**config.mk**
```make
export PLATFORM = sky130hd
export DESIGN_NAME = gmii_rx_framer
export DESIGN_NICKNAME = d
export VERILOG_FILES = /design/src/rtl/eth_rx_pkg.sv /design/src/rtl/sat_cnt16.sv /design/src/rtl/gmii_rx_framer.sv
export SDC_FILE = /design/constraint.sdc
export NUM_CORES = 1
export LEC_CHECK = 0
export ABC_CLOCK_PERIOD_IN_PS = 2800
export CORE_MARGIN = 8
export CORE_UTILIZATION = 35
export DETAILED_ROUTE_END_ITERATION = 6
export GPL_ROUTABILITY_DRIVEN = 1
export GPL_TIMING_DRIVEN = 0
export PLACE_DENSITY = 0.66
export SLEW_MARGIN = 40
export SYNTH_ARGS = -nofsm -noshare
export SYNTH_HDL_FRONTEND = slang
export SYNTH_HIERARCHICAL = 1
export SYNTH_SLANG_ARGS = --single-unit
```
**constraint.sdc**
```tcl
create_clock -name gmii_clk -period 2.8 [get_ports gmii_clk]
set_input_delay 0.42 -clock gmii_clk [delete_from_list [all_inputs] [get_ports gmii_clk]]
set_output_delay 0.42 -clock gmii_clk [all_outputs]
set_load 0.005 [all_outputs]
```
**src/rtl/eth_rx_pkg.sv**
```systemverilog
// Shared receive-path definitions: framer FSM encoding, GMII delimiter bytes, output beat layout.
// Latency: n/a (types and constants only).
// Backpressure: n/a.
package eth_rx_pkg;

    typedef enum logic [1:0] {
        ST_IDLE     = 2'd0,
        ST_PREAMBLE = 2'd1,
        ST_DATA     = 2'd2,
        ST_DROP     = 2'd3
    } rx_state_t;

    localparam logic [7:0] PREAMBLE_BYTE = 8'h55;
    localparam logic [7:0] SFD_BYTE      = 8'hD5;

    // One registered output beat; len and bad only mean something alongside eof.
    typedef struct packed {
        logic        vld;
        logic [7:0]  dat;
        logic        sof;
        logic        eof;
        logic        bad;
        logic [10:0] len;
    } rx_beat_t;

endpackage

```
**src/rtl/sat_cnt16.sv**
```systemverilog
// 16-bit event counter that sticks at 0xFFFF instead of wrapping.
// Latency: count reflects an increment request one cycle later.
// Backpressure: none; requests at saturation are ignored.
module sat_cnt16 (
    input  logic        gmii_clk,
    input  logic        rst,
    input  logic        inc,
    output logic [15:0] cnt
);

    always_ff @(posedge gmii_clk) begin
        if (rst) begin
            cnt <= '0;
        end else if (inc && (cnt != 16'hFFFF)) begin
            cnt <= cnt + 16'd1;
        end
    end

endmodule

```
**src/rtl/gmii_rx_framer.sv**
```systemverilog
// GMII receive framer: strips preamble/SFD, delimits frames, flags runt/oversize/abort, counts events.
// Latency: 2 cycles from gmii_din to rx_data; eof lands one cycle after gmii_den falls.
// Backpressure: none; GMII cannot stall, so the consumer must take every rx_vld beat.
module gmii_rx_framer
    import eth_rx_pkg::*;
#(
    parameter int MIN_LEN = 64,
    parameter int MAX_LEN = 1518
) (
    input  logic        gmii_clk,
    input  logic        rst,
    input  logic        gmii_den,
    input  logic [7:0]  gmii_din,
    input  logic        phy_link_up,
    output logic        rx_vld,
    output logic [7:0]  rx_data,
    output logic        rx_sof,
    output logic        rx_eof,
    output logic        rx_bad,
    output logic [10:0] rx_len,
    output logic [15:0] cnt_good,
    output logic [15:0] cnt_runt,
    output logic [15:0] cnt_over,
    output logic [15:0] cnt_pre_err
);

    localparam logic [10:0] MIN_LEN_L = 11'(MIN_LEN);
    localparam logic [10:0] MAX_LEN_L = 11'(MAX_LEN);

    rx_state_t   state, state_nxt;
    logic [7:0]  hold_dat, hold_dat_nxt;
    logic        hold_full, hold_full_nxt;
    logic        hold_first, hold_first_nxt;
    logic [10:0] len, len_nxt;
    rx_beat_t    out_q, out_nxt;
    logic        inc_good, inc_runt, inc_over, inc_pre;

    always_comb begin
        state_nxt      = state;
        hold_dat_nxt   = hold_dat;
        hold_full_nxt  = hold_full;
        hold_first_nxt = hold_first;
        len_nxt        = len;
        out_nxt        = '0;
        inc_good       = 1'b0;
        inc_runt       = 1'b0;
        inc_over       = 1'b0;
        inc_pre        = 1'b0;

        if (!phy_link_up) begin
            // Link loss flushes whatever is held as a bad frame without touching statistics.
            state_nxt     = ST_IDLE;
            hold_full_nxt = 1'b0;
            len_nxt       = '0;
            if ((state == ST_DATA) && hold_full) begin
                out_nxt.vld = 1'b1;
                out_nxt.dat = hold_dat;
                out_nxt.sof = hold_first;
                out_nxt.eof = 1'b1;
                out_nxt.bad = 1'b1;
                out_nxt.len = len;
            end
        end else begin
            unique case (state)
                ST_IDLE: begin
                    if (gmii_den) begin
                        if (gmii_din == PREAMBLE_BYTE) begin
                            state_nxt = ST_PREAMBLE;
                        end else begin
                            state_nxt = ST_DROP;
                            inc_pre   = 1'b1;
                        end
                    end
                end
                ST_PREAMBLE: begin
                    if (!gmii_den) begin
                        state_nxt = ST_IDLE;
                        inc_pre   = 1'b1;
                    end else if (gmii_din == SFD_BYTE) begin
                        state_nxt     = ST_DATA;
                        hold_full_nxt = 1'b0;
                        len_nxt       = '0;
                    end else if (gmii_din != PREAMBLE_BYTE) begin
                        state_nxt = ST_DROP;
                        inc_pre   = 1'b1;
                    end
                end
                ST_DATA: begin
                    if (gmii_den) begin
                        if (len == MAX_LEN_L) begin
                            // Byte MAX_LEN+1 arrived: close the frame on the held byte and discard the rest.
                            out_nxt.vld   = 1'b1;
                            out_nxt.dat   = hold_dat;
                            out_nxt.sof   = hold_first;
                            out_nxt.eof   = 1'b1;
                            out_nxt.bad   = 1'b1;
                            out_nxt.len   = len;
                            inc_over      = 1'b1;
                            state_nxt     = ST_DROP;
                            hold_full_nxt = 1'b0;
                            len_nxt       = '0;
                        end else begin
                            if (hold_full) begin
                                out_nxt.vld = 1'b1;
                                out_nxt.dat = hold_dat;
                                out_nxt.sof = hold_first;
                            end
                            hold_dat_nxt   = gmii_din;
                            hold_full_nxt  = 1'b1;
                            hold_first_nxt = !hold_full;
                            len_nxt        = len + 11'd1;
                        end
                    end else begin
                        if (hold_full) begin
                            out_nxt.vld = 1'b1;
                            out_nxt.dat = hold_dat;
                            out_nxt.sof = hold_first;
                            out_nxt.eof = 1'b1;
                            out_nxt.bad = (len < MIN_LEN_L);
                            out_nxt.len = len;
                            inc_good    = (len >= MIN_LEN_L);
                            inc_runt    = (len < MIN_LEN_L);
                        end else begin
                            inc_runt = 1'b1;
                        end
                        state_nxt     = ST_IDLE;
                        hold_full_nxt = 1'b0;
                        len_nxt       = '0;
                    end
                end
                ST_DROP: begin
                    if (!gmii_den) begin
                        state_nxt = ST_IDLE;
                    end
                end
                default: state_nxt = ST_IDLE;
            endcase
        end
    end

    always_ff @(posedge gmii_clk) begin
        if (rst) begin
            state      <= ST_IDLE;
            hold_dat   <= '0;
            hold_full  <= 1'b0;
            hold_first <= 1'b0;
            len        <= '0;
            out_q      <= '0;
        end else begin
            state      <= state_nxt;
            hold_dat   <= hold_dat_nxt;
            hold_full  <= hold_full_nxt;
            hold_first <= hold_first_nxt;
            len        <= len_nxt;
            out_q      <= out_nxt;
        end
    end

    assign rx_vld  = out_q.vld;
    assign rx_data = out_q.dat;
    assign rx_sof  = out_q.sof;
    assign rx_eof  = out_q.eof;
    assign rx_bad  = out_q.bad;
    assign rx_len  = out_q.len;

    sat_cnt16 u_cnt_good (
        .gmii_clk (gmii_clk),
        .rst      (rst),
        .inc      (inc_good),
        .cnt      (cnt_good)
    );

    sat_cnt16 u_cnt_runt (
        .gmii_clk (gmii_clk),
        .rst      (rst),
        .inc      (inc_runt),
        .cnt      (cnt_runt)
    );

    sat_cnt16 u_cnt_over (
        .gmii_clk (gmii_clk),
        .rst      (rst),
        .inc      (inc_over),
        .cnt      (cnt_over)
    );

    sat_cnt16 u_cnt_pre_err (
        .gmii_clk (gmii_clk),
        .rst      (rst),
        .inc      (inc_pre),
        .cnt      (cnt_pre_err)
    );

endmodule

```
Word level (Yosys, flattened, before mapping):

Cells that the tools add are included.

* RAM bits: 0
* output and inout port bits: 87
* register bits after elaboration: 110
* bits in latches: 0
* word-level logic and storage cells: 99
* memories kept: 0
* memory bits (read-only): 0

* bitwise logic cells: 2
* $lt $le $gt $ge: 2
* equality and inequality tests: 17
* div/mod/pow operators: 0
* $add $sub $neg: 5
* shift-type cells: 0
* reductions and logical operators: 12
* multiply operators: 0
* muxes and demuxes: 46

Operators by type and width (number)
* $mux 23: 5
* $add 16x1->16 const B: 4
* $ne 16x16->1 const B: 4
* $mux 11: 4
* $mux 1: 22
* $pmux 11 s2: 1
* $mux 10: 2
* $mux 2: 8
* $mux 13: 1
* $add 11x1->11 const B: 1
* $eq 11x11->1 const B: 1
* $ge 11x7->1 const B: 1
* $lt 11x7->1 const B: 1
* $eq 8x7->1 const B: 1
* $eq 8x8->1 const B: 1
* $ne 2x2->1 const B: 4
* $ne 8x7->1 const B: 1
* $pmux 2 s4: 1
* $reduce_and 4->1: 2
* $logic_and 1x1->1: 5
* $eq 2x2->1 const B: 2
* $ne 4x4->1 const B: 1
* $pmux 1 s2: 2
* $ne 3x2->1 const B: 1
* other kinds (7): 8

Depth between registers and ports, before layout:

* depth after elaboration: 7
* depth in mapped cells: 9

Cells and area by module:

Netlist, hierarchy kept.

Modules (own cells, without submodules)
* sat_cnt16: area each 848.3 sq um, cells an instance 99, instances 4, sequential area each 320.3 sq um
* gmii_rx_framer: area each 1900.6 sq um, cells an instance 203, instances 1, sequential area each 920.9 sq um

Worst setup path before layout:

No wires, ideal clock.

* path kind: reg2reg
* start point: register len[0]
* end point: register u_cnt_over.cnt[7]
* stages on the path, launching flop included: 10
* arrival time: 2.184 ns
* required time: 2.730 ns
* buffers on the path: 1
* setup time: 0.070 ns
* slack: 0.545 ns
* period minus slack after synthesis: 2.255 ns
* path through: dfxtp_1 -> inv_1 -> ha_1 -> nand4b_1 -> or4_4 -> inv_2 -> nand2_1 -> clkbuf_1 -> or4_1 -> a21oi_1

* cells in the longest elaborated chain, start to end: 6

RTL lines
* from (decl): RTL line gmii_rx_framer.sv:34 `logic [10:0] len, len_nxt;`
* from (signal assigned): RTL line gmii_rx_framer.sv:154 `len <= len_nxt;`
* $eq 11x11->1: RTL line gmii_rx_framer.sv:90 `if (len == MAX_LEN_L) begin`
* $mux 1: RTL line gmii_rx_framer.sv:90
* $mux 1: RTL line gmii_rx_framer.sv:89 `if (gmii_den) begin`
* $mux 1: RTL line gmii_rx_framer.sv:64 `unique case (state)`
* $mux 1: RTL line gmii_rx_framer.sv:50 `if (!phy_link_up) begin`
* via inc_over: RTL line gmii_rx_framer.sv:36 `logic inc_good, inc_runt, inc_over, inc_pre;`
* $logic_and 1x1->1: RTL line sat_cnt16.sv:14 `end else if (inc && (cnt != 16'hFFFF)) begin`
* to (signal assigned): RTL line sat_cnt16.sv:15 `cnt <= cnt + 16'd1;`
* to (decl): RTL line sat_cnt16.sv:8 `output logic [15:0] cnt`

The timed path passes the listed nets, and every way through them passes these cells.
A chain may end at the register's enable or synchronous reset.

Final worst setup path:

* start point: register len[1]
* end point: register u_cnt_over.cnt[7]

The elaborated chain is that of the path after synthesis.

==> impl_metrics.json <==
{
  "period_minus_slack_ps": 2620,
  "dpl.cell_count": 885,
  "crit_fanout": 10,
  "ioPinCount": 99,
  "slowest_stage": "or4_4",
  "swShare_pct": 21.8,
  "fp.coreArea_mm2": 0.0150,
  "synthDistinctLibCells": 52,
  "start_util_pct": 35.3,
  "fin_skew_ps": 4.49,
  "clock_latency_ps": 350,
  "syn-instance-count": 599,
  "synthArstFlopShare_pct": 0,
  "post_drt_wl_per_cell_um": 16.2,
  "synth-edff-count": 0,
  "avgSynthCellArea_um2": 8.84,
  "cap_violations": 0,
  "synth_ff_type": "dfxtp_1",
  "period_share_pct": 93.7,
  "worstPathRequired_ps": 3080,
  "end_kind": "flop",
  "relSlewSlack_pct": 53.4,
  "port-buffer-count": 98,
  "rsz0062_at_grt": "yes",
  "cts_tree": "yes",
  "status": "finished clean",
  "root_buffer": "clkbuf_16",
  "drive_above_1_share_pct": 6.74,
  "die-area_mm2": 0.0193,
  "cp_cell_sequence": "ha_1 > nand4b_1 > or4_4 > inv_2 > nand2_1 > clkbuf_1 > or4_1 > a21oi_1",
  "ys_warn_count": 6,
  "drtAntennaViolNets": 0,
  "cts_hold_buf": 0,
  "drt-initial-drc-count": 237,
  "hold_violations": 0,
  "clockBufferDepth": 2,
  "dieWidth_um": 139,
  "gp_congestion": 0.892,
  "p_sw_uw": 667,
  "worst_pin_slew_ps": 690,
  "fill_cells": 1433,
  "crit_type": "flop to flop",
  "viasPerCell": 5.64,
  "power_frac_seq_pct": 51.5,
  "rows": 45,
  "finalNonFillerCells": 900,
  "grt_max_degree": 19,
  "area_growth_pct": 29.3,
  "postLayoutCellArea_mm2": 0.00685,
  "synthTopCellsByCount": "dfxtp_1, nand3_1, a21oi_1, nor2_1, nand2_1",
  "drtPass1Iterations": 4,
  "power_mw": 3.06,
  "grt_usage_pct": 14.7,
  "p_int_mw": 2.39,
  "grt_pass1_wl_um": 23900,
  "syn_area_mm2": 0.00529,
  "cellLeakagePower_nw": 2.25,
  "pwr-share-comb_pct": 2.9,
  "drc": 0,
  "drt-total-wl_um": 14600,
  "multi_input_area_mm2": 0.00291,
  "slew_violations": 0,
  "post-synth-top-area-cell": "dfxtp_1",
  "place_area_mm2": 0.00651,
  "dp_hpwl_um": 10700,
  "pwr-share-clk_pct": 45.6,
  "path_clk_slew_ps": 70,
  "hold_class": "flop to flop",
  "synth_top_area_share_pct": 41.6,
  "seq_area_frac_synth_pct": 41.6,
  "diodes": 0,
  "vias": 5076,
  "power_density_mw_per_mm2": 447,
  "overflow": 0,
  "max_stage_delay_ps": 590,
  "finalNetCount": 727,
  "antenna_found_initial": 1,
  "synthTopCellsByArea": "dfxtp_1, or4_1, nand3_1",
  "grt_pass1_vias": 4926,
  "h-tree-depth": 3,
  "fmax_ghz": 0.381,
  "synth_nets": 618,
  "setup_violations": 0,
  "ys_ff_latch": 110,
  "synth.most_common_cell": "dfxtp_1",
  "start_kind": "flop",
  "die_h_um": 139,
  "cts.sinks": 110,
  "register_area_mm2": 0.00220,
  "worst_ep_arrival_time_ps": 2900,
  "irDropWorstVdd_uv": 286,
  "cts_buffers": 9
}
==> layout by cell type (no fill, tap or decap), types with 4 or more instances in the layout <==
master	Yosys	final
dfxtp_1	110	110
clkdlybuf4s50_1	0	98
nand3_1	45	45
a21oi_1	42	42
nor2_1	34	34
nand2_1	33	33
or4_1	31	31
o31ai_1	24	24
nor3_1	25	23
o21ai_0	22	22
and2_1	20	20
inv_1	20	20
nand4_1	19	19
or3_1	13	13
and4_1	13	13
clkbuf_1	14	13
mux2i_1	12	12
nor2b_1	10	10
nor4_1	9	9
clkbuf_16	0	9
buf_2	8	8
xnor2_1	8	8
ha_1	7	7
nand3b_1	6	6
and3_1	6	6
o21a_1	5	5
buf_1	4	5
nor4bb_1	5	5
o211ai_1	4	4
nand4_4	4	4
nor4_4	4	4
nand2_2	4	4
o41ai_1	4	4
mux2_2	4	4
o311ai_0	4	4
==> worst max-delay path, delay by kind of cell, from the launching register on <==
| family | cells | cell delay [ps] |
|---|---|---|
| simple gates | 4 | 1330 |
| buf+inv | 2 | 360 |
| compound gates | 1 | 160 |
| fa+ha+maj | 1 | 220 |
| flops | 1 | 480 |
==> area by class of cell <==
class                           instances  area share (%)
Multi-Input combinational cell        441            42.5
Buffer                                 27            1.74
Tap cell                              188            3.44
Clock buffer                            9            3.29
Timing Repair Buffer                   98            14.3
Sequential cell                       110            32.2
Inverter                               21            1.15
Clock inverter                          6            1.39
==> what timing repair did <==
action,CTS,global route
buffers inserted,0,0
setup endpoints to repair,0,19
resized for setup,0,3
==> metal layers <==
metal	vias up	GRT usage, %	wire (um)
li1	2488	-	-
met3	27	5.47	1080
met1	2395	17.0	6280
met5	-	0	8
met2	164	25.1	6950
met4	2	3.99	240
==> cells by family after synthesis <==
group / share of synthesized area, %
fa+ha+maj: 1.65
buf+inv: 3.73
compound gates: 14.4
xor+xnor: 1.32
mux: 3.12
flops: 41.6
simple gates: 34.2
==> power by group through the flow <==
stage                     Sequential [mW]  Combinational (mW)  Clock [mW]
after floorplan                      1.61              0.0432           0
after global placement               1.61              0.0841           0
after detailed placement             1.61              0.0863           0
after CTS                            1.57              0.0865        1.43
after global routing                 1.58              0.0951        1.50
final                                1.57              0.0877        1.39
==> worst paths after layout <==
check / startpoint / to / slack [ps] / depth (start not counted)
worst min register to register: hold_dat[3]$_SDFFE_PP0P_ / rx_data[3]$_SDFF_PP0_ / 460 / 1
worst min-delay path: hold_dat[3]$_SDFFE_PP0P_ / rx_data[3]$_SDFF_PP0_ / 460 / 1
worst max-delay path: len[1]$_SDFFE_PP0P_ / u_cnt_over/cnt[7]$_SDFFE_PP0P_ / 180 / 8
worst max register to register: len[1]$_SDFFE_PP0P_ / u_cnt_over/cnt[7]$_SDFFE_PP0P_ / 180 / 8
==> flip-flops by register name (all words and copies together) (netlist names) <==
register,count
hold_dat,8
hold_first,1
hold_full,1
len,11
rx_bad,1
rx_data,8
rx_eof,1
rx_len,11
rx_sof,1
rx_vld,1
state,2
u_cnt_good/cnt,16
u_cnt_over/cnt,16
u_cnt_pre_err/cnt,16
u_cnt_runt/cnt,16
==> stage by stage <==
step                      setup TNS, ps  hold slack (ps)  util [%]  worst slack (ps)
final                                 0              457      45.7               175
after global routing              -8.04              485      45.7             -7.05
after CTS                             0              460      45.6              27.6
after detailed placement          -4270              443      43.5              -342
after global placement            -3070              439      43.5              -308
after floorplan                       0              430         -               545
Power figures use the tool's default switching activity.
